--- config.mk ---
export PLATFORM = sky130hd
export DESIGN_NAME = midi_uart_rx
export DESIGN_NICKNAME = d
export VERILOG_FILES = /design/src/rtl/midi_uart_rx.sv
export SDC_FILE = /design/constraint.sdc
export NUM_CORES = 1
export LEC_CHECK = 0
export BUFFER_PORTS_ARGS = -buffer_cell sky130_fd_sc_hd__buf_2
export CORE_MARGIN = 1.5
export CORE_UTILIZATION = 55
export DETAILED_ROUTE_END_ITERATION = 7
export PLACE_DENSITY = 0.73
export SYNTH_ARGS = -nofsm -noshare
export SYNTH_HDL_FRONTEND = slang
export SYNTH_SLANG_ARGS = --single-unit
--- constraint.sdc ---
create_clock -name clk_i -period 6.2 [get_ports clk_i]
set_clock_uncertainty 0.05 [all_clocks]
set_input_delay 1.24 -clock clk_i [delete_from_list [all_inputs] [get_ports clk_i]]
set_output_delay 1.24 -clock clk_i [all_outputs]
set_load 0.02 [all_outputs]
--- src/rtl/midi_uart_rx.sv ---
// MIDI serial receiver: 16x oversampled 8N1 deframer feeding a small byte FIFO.
// Frames with a low stop bit are dropped with an error pulse; bytes that find the FIFO full are dropped with an overrun pulse.
module midi_uart_rx #(
    parameter int CLK_FREQ   = 16_000_000,
    parameter int BAUD       = 31_250,
    parameter int FIFO_DEPTH = 4
) (
    input  logic                          clk_i,
    input  logic                          rst_i,
    input  logic                          midi_i,
    output logic [7:0]                    data_o,
    output logic                          valid_o,
    input  logic                          ready_i,
    output logic                          frame_err_o,
    output logic                          overrun_o,
    output logic [$clog2(FIFO_DEPTH):0]   level_o
);

    localparam int DIV   = CLK_FREQ / (BAUD * 16);
    localparam int DIV_W = (DIV > 1) ? $clog2(DIV) : 1;
    localparam int PTR_W = $clog2(FIFO_DEPTH);
    localparam int LVL_W = PTR_W + 1;

    typedef enum logic [2:0] {
        S_IDLE,
        S_START,
        S_DATA,
        S_STOP,
        S_WAIT_HIGH
    } state_t;

    logic             sync1_q, sync2_q, rx_prev_q;
    logic             rx_s;
    logic [DIV_W-1:0] div_q, div_d;
    logic             tick;
    state_t           state_q, state_d;
    logic [3:0]       tick_cnt_q, tick_cnt_d;
    logic [2:0]       bit_cnt_q, bit_cnt_d;
    logic [7:0]       shift_q, shift_d;
    logic             start_edge, push;
    logic             frame_err_q, frame_err_d;
    logic             overrun_q, overrun_d;

    logic [7:0]       mem_q [FIFO_DEPTH];
    logic [PTR_W-1:0] wr_ptr_q, wr_ptr_d, rd_ptr_q, rd_ptr_d;
    logic [LVL_W-1:0] level_q, level_d;
    logic             pop, full, accept;

    assign rx_s = sync2_q;
    assign tick = (div_q == DIV_W'(DIV - 1));

    // Synchroniser and edge-history flops reset high so releasing reset never looks like a start edge.
    // NOTE: sequential state uses non-blocking assignments so every flop samples pre-edge values.
    always_ff @(posedge clk_i) begin
        if (rst_i) begin
            sync1_q   <= 1'b1;
            sync2_q   <= 1'b1;
            rx_prev_q <= 1'b1;
        end else begin
            sync1_q   <= midi_i;
            sync2_q   <= sync1_q;
            rx_prev_q <= sync2_q;
        end
    end

    always_comb begin
        // NOTE: every combinational output gets a default first so no path can infer a latch.
        state_d     = state_q;
        tick_cnt_d  = tick_cnt_q;
        bit_cnt_d   = bit_cnt_q;
        shift_d     = shift_q;
        start_edge  = 1'b0;
        push        = 1'b0;
        frame_err_d = 1'b0;

        unique case (state_q)
            S_IDLE: begin
                if (rx_prev_q && !rx_s) begin
                    start_edge = 1'b1;
                    state_d    = S_START;
                    tick_cnt_d = 4'd0;
                    bit_cnt_d  = 3'd0;
                end
            end
            S_START: begin
                if (tick) begin
                    if (tick_cnt_q == 4'd7) begin
                        tick_cnt_d = 4'd0;
                        state_d    = rx_s ? S_IDLE : S_DATA;
                    end else begin
                        tick_cnt_d = tick_cnt_q + 4'd1;
                    end
                end
            end
            S_DATA: begin
                if (tick) begin
                    if (tick_cnt_q == 4'd15) begin
                        tick_cnt_d = 4'd0;
                        shift_d    = {rx_s, shift_q[7:1]};
                        bit_cnt_d  = bit_cnt_q + 3'd1;
                        if (bit_cnt_q == 3'd7) state_d = S_STOP;
                    end else begin
                        tick_cnt_d = tick_cnt_q + 4'd1;
                    end
                end
            end
            S_STOP: begin
                if (tick) begin
                    if (tick_cnt_q == 4'd15) begin
                        tick_cnt_d = 4'd0;
                        if (rx_s) begin
                            push    = 1'b1;
                            state_d = S_IDLE;
                        end else begin
                            frame_err_d = 1'b1;
                            state_d     = S_WAIT_HIGH;
                        end
                    end else begin
                        tick_cnt_d = tick_cnt_q + 4'd1;
                    end
                end
            end
            S_WAIT_HIGH: begin
                if (rx_s) state_d = S_IDLE;
            end
            default: state_d = S_IDLE;
        endcase
    end

    // The divider restarts on a start edge so the start-bit midpoint lands 8 ticks later.
    always_comb begin
        div_d = div_q + DIV_W'(1);
        if (start_edge || tick) div_d = '0;
    end

    assign valid_o = (level_q != '0);
    assign full    = (level_q == LVL_W'(FIFO_DEPTH));
    assign pop     = valid_o && ready_i;
    assign accept  = push && (!full || pop);

    always_comb begin
        overrun_d = push && full && !pop;
        wr_ptr_d  = accept ? wr_ptr_q + PTR_W'(1) : wr_ptr_q;
        rd_ptr_d  = pop    ? rd_ptr_q + PTR_W'(1) : rd_ptr_q;
        level_d   = level_q;
        if (accept && !pop)      level_d = level_q + LVL_W'(1);
        else if (!accept && pop) level_d = level_q - LVL_W'(1);
    end

    always_ff @(posedge clk_i) begin
        if (rst_i) begin
            div_q       <= '0;
            state_q     <= S_IDLE;
            tick_cnt_q  <= 4'd0;
            bit_cnt_q   <= 3'd0;
            shift_q     <= 8'h00;
            frame_err_q <= 1'b0;
            overrun_q   <= 1'b0;
            wr_ptr_q    <= '0;
            rd_ptr_q    <= '0;
            level_q     <= '0;
        end else begin
            div_q       <= div_d;
            state_q     <= state_d;
            tick_cnt_q  <= tick_cnt_d;
            bit_cnt_q   <= bit_cnt_d;
            shift_q     <= shift_d;
            frame_err_q <= frame_err_d;
            overrun_q   <= overrun_d;
            wr_ptr_q    <= wr_ptr_d;
            rd_ptr_q    <= rd_ptr_d;
            level_q     <= level_d;
        end
    end

    // NOTE: the storage is cleared on reset because data_o reads it directly and must show 0x00 out of reset.
    always_ff @(posedge clk_i) begin
        if (rst_i) begin
            for (int i = 0; i < FIFO_DEPTH; i++) mem_q[i] <= 8'h00;
        end else if (accept) begin
            mem_q[wr_ptr_q] <= shift_q;
        end
    end

    assign data_o      = mem_q[rd_ptr_q];
    assign frame_err_o = frame_err_q;
    assign overrun_o   = overrun_q;
    assign level_o     = level_q;

endmodule

After elaboration in Yosys (flattened, before gate mapping)
Memories as Yosys holds them, arrays and structs flattened. A register that Yosys moved wholly into a read port is not among the register bits. Index checks and enable logic that the tools add are counted.

Bitwise logic cells: 3. Add/sub/neg operators: 7. Equality and inequality tests: 19. Multiplexer cells: 41. Reduce and logical (&&, ||, !) cells: 26.

Operators with widths (count): $mux 3 (15); $mux 4 (5); $ne 2x2->1 const B (9); $pmux 3 s5 (1); $mux 1 (13); $pmux 4 s3 (1); $eq 3x3->1 const B (3); $reduce_and 9->1 (1); $mux 2 (4); $mux 8 (1); $reduce_and 4->1 (2); $reduce_or 8->1 (1); $logic_and 1x1->1 (7); $add 3x1->3 const B (2); $eq 3x2->1 const B (2); $pmux 3 s2 (1); $reduce_bool 3->1 (2); $add 5x1->5 const B (1); $eq 5x5->1 const B (1); $add 2x1->2 const B (2); $add 4x1->4 const B (1); $eq 4x3->1 const B (1); $eq 4x4->1 const B (1); $logic_not 1->1 (4); other kinds (10) (15).

Memories kept: 1. Word-level logic and storage cells: 110. Input bits: 4. Memory bits (writable): 32. Flip-flop bits (word level): 35.

Memory list: mem_q (depth 4, width 8, read ports 1, clocked after memory_dff 1, wr ports 4, RTL line 44) `logic [7:0] mem_q [FIFO_DEPTH];`.

Logic depth before layout (Yosys ltp)
Depth in word-level cells: 10. Depth in mapped cells: 11. Gate-level depth less buffers: 11.

Worst setup path before layout
Ideal clock, no wire load.

Path kind: input -> register. Start: in ready_i. End: reg level_q[2], in the netlist level_o[2]. Buffers on the path: 0. Cell stages on the path: 8. Setup time: 0.071 ns. Setup slack: 2.946 ns. Data required time: 6.079 ns. Arrival: 3.134 ns. Cells stage by stage: nor4b_2 nor4b_2 ha_1 inv_1 fa_1 xor2_1 or3_1 a21oi_1.

Longest elaborated chain between the ends: 6. Elaborated cells on any way between the ends: 9.

RTL lines: from (decl) (RTL line 13) `input logic ready_i,`; $logic_and 1x1->1 * (RTL line 138) `assign pop = valid_o && ready_i;`; $logic_or 1x1->1 * (RTL line 139) `assign accept = push && (!full || pop);`; $logic_and 1x1->1 * (RTL line 139); via accept (RTL line 47) `logic pop, full, accept;`; $logic_not 1->1 (RTL line 147) `else if (!accept && pop) level_d = level_q - LVL_W'(1);`; $logic_and 1x1->1 (RTL line 147); $reduce_bool 2->1 (no line); to (signal assigned) (RTL line 172) `level_q <= level_d;`; to (decl) (RTL line 46) `logic [LVL_W-1:0] level_q, level_d;`.

The timed path passes the listed nets; every way through them passes the cells marked *. A chain may end at the register's enable or synchronous reset.

Worst setup path in the final report
Same ends and word-level chain as after synthesis.

==> impl_metrics.tcl <==
set metrics [dict create \
    wl_um 5040 \
    synth_area_mm2 0.00302 \
    fmax_ghz 0.312 \
    drv_slew 0 \
    hpwl_um 3500 \
    ys.flop_type "dfxtp_1" \
    num-fill-cells 424 \
    num_rows 26 \
    vias 1829 \
    syn2layout_area_growth_pct 10.8 \
    die_y_um 77.1 \
    core_area_mm2 0.00520 \
    ir_drop_uv 200 \
    tightestPinTransition_ps 971 \
    root_buffer "clkbuf_8" \
    ioPinCount 18 \
    layout-drive-gt1-share 0.202 \
    outcome "completed" \
    syn_nets 259 \
    drt-initial-drc-count 107 \
    worstPathMaxFanout 6 \
    cts_setup_buffers 0 \
    clk_pin_slew_ps 70 \
    hold_viol 0 \
    grt_max_degree 35 \
    layout.nets 278 \
    portBuffers 17 \
    cts.path.max_buffers 2 \
    p_leak_nw 1.24 \
    ys_seq_area_frac 0.563 \
    crit_start "ready_i" \
    required_ps 6410 \
    diodes 0 \
    timing.rr.start "div_q[0]" \
    cts_buffers 9 \
    cts-htree-levels 3 \
    power.switching_w 0.000184 \
    timing.final.crit_period_ps 3200 \
    synth_seq_cells 69 \
    cp-end-kind "flop" \
    rsz0062_at_grt "no" \
    dpl-instance-area_mm2 0.00316 \
    via_per_inst 5.35 \
    async_flop_share 0 \
    pwr-share-comb 0.031 \
    dieArea_mm2 0.00595 \
    grt_pass1_vias 1787 \
    seqPwrFrac 0.569 \
    grt_pass1_wl_um 8690 \
    worstSetupStartpointType "input port" \
    clk_latency_ps 340 \
    min_path_type "reg2reg" \
    synth-edff-count 32 \
    final_cell_mix "37 x dfxtp_1, 33 x and2_1, 32 x edfxtp_1" \
    setup_viol 0 \
    hold_buffers 0 \
    hold_start "sync1_q" \
    ant_nets 0 \
    avgSynthCellArea_um2 12.2 \
    gp_congestion 0.783 \
    antenna_found_initial 0 \
    cellPowerDensity_mw_per_mm2 258 \
    grt-ovfl-total 0 \
    post_drt_wl_per_cell_um 14.7 \
    drcViolationCount 0 \
    ys_warn_count 0 \
    cts.sinks 69 \
    stdcell_area_mm2 0.00335 \
    cts_tree "yes" \
    syn_inst 248 \
    path_class "in2reg" \
    firstDrtPassIters 4 \
    slew_headroom 0.351 \
    initial_core_util 0.581 \
    cts.repair.resized 0 \
    netSwitchingFraction 0.213 \
    p_int_w 0.000679 \
    worstPathArrival_ps 3420 \
    period_share 0.517 \
    yosysUniqueCellTypes 44 \
    p_clk_frac 0.400 \
    die_x_um 77.1 \
    maxCapViolCount 0 \
    power_w 0.000863 \
    setup_tns_ps 0 \
    grt_usage 0.195 \
    layout_commonest_cell "dfxtp_1" \
]
-- registers in the layout, indices dropped and copies added, names as in the netlist, named ones only --
signal / cells
mem_q: 32
shift_q: 8
div_q: 5
tick_cnt_q: 4
bit_cnt_q: 3
level_o: 3
state_q: 3
rd_ptr_q: 2
wr_ptr_q: 2
frame_err_o: 1
overrun_o: 1
rx_prev_q: 1
rx_s: 1
sync1_q: 1
-- routing by layer --
layer,GRT usage,wire (µm)
met4,0.0873,82
met2,0.290,2360
met3,0.0571,232
met1,0.263,2360
met5,0,0
-- critical path: stages --
cell	delay, ps
buf_2	110
nor4b_2	800
nor4b_2	210
ha_1	290
inv_1	70
fa_1	170
xor2_1	70
or3_1	300
a21oi_1	150
-- path summary, 6_finish.rpt --
| path | to | slack [ps] | depth (start not counted) |
|---|---|---|---|
| setup reg to reg | level_o[2] | 3130 | 11 |
| hold reg to reg | rx_s | 370 | 1 |
| setup / recovery | level_o[2] | 3000 | 9 |
| hold / removal | rx_s | 370 | 1 |
-- cell usage after synthesis, types with 2 or more instances --
cell / count / area share
or3_1: 3 / 0.0062
xnor2_1: 3 / 0.0087
nor4b_2: 2 / 0.0099
nand3b_1: 2 / 0.0050
dfxtp_1: 37 / 0.25
and2_1: 33 / 0.068
o21ai_0: 6 / 0.0099
nand4_1: 3 / 0.0062
ha_1: 6 / 0.025
inv_1: 7 / 0.0087
mux4_2: 8 / 0.060
edfxtp_1: 32 / 0.32
a21oi_1: 10 / 0.017
and3_1: 2 / 0.0041
buf_1: 2 / 0.0025
nand2_1: 8 / 0.0099
or2_2: 6 / 0.012
nor4b_4: 2 / 0.016
a211o_1: 2 / 0.0058
buf_2: 3 / 0.0050
nor4b_1: 2 / 0.0058
clkbuf_1: 4 / 0.0050
mux2i_1: 9 / 0.030
nand3_1: 5 / 0.0083
or4b_1: 2 / 0.0066
xor2_1: 5 / 0.014
nor2_1: 27 / 0.034
-- logic make-up after synthesis --
group / count (synthesis) / share of synthesized area
compound gates: 26 / 0.0538
fa+ha+maj: 7 / 0.0315
mux: 17 / 0.0894
buf+inv: 16 / 0.0211
xor+xnor: 8 / 0.0232
flops: 69 / 0.563
simple gates: 105 / 0.218
-- layout make-up --
cell class	count	area [µm²]	share of cell area
tap	70	87.6	0.0262
clock buffer	9	124	0.0370
inverter	7	26.3	0.00785
clock inverter	7	66.3	0.0198
multi-input combinational	163	1260	0.375
sequential	69	1700	0.508
timing repair buffer	17	85.1	0.0254
-- power groups by stage --
stage	combinational (W)	clock [W]	sequential, W
6_report	0.0000271	0.000345	0.000491
2_1_floorplan	0.0000199	0	0.000500
5_1_grt	0.0000305	0.000375	0.000492
4_1_cts	0.0000273	0.000354	0.000491
3_5_place_dp	0.0000273	0	0.000502
3_3_place_gp	0.0000269	0	0.000501
-- through the flow --
step / worst slack (ps) / hold WS [ps] / cells / util
3_3_place_gp: 2700 / 342 / 326 / 0.606
2_1_floorplan: 2950 / 339 / 248 / -
4_1_cts: 2970 / 371 / 342 / 0.643
3_5_place_dp: 2620 / 355 / 326 / 0.606
6_report: 3000 / 366 / 342 / 0.643
5_1_grt: 2790 / 382 / 342 / 0.643
Note: power is estimated with default switching activity, not from simulation.
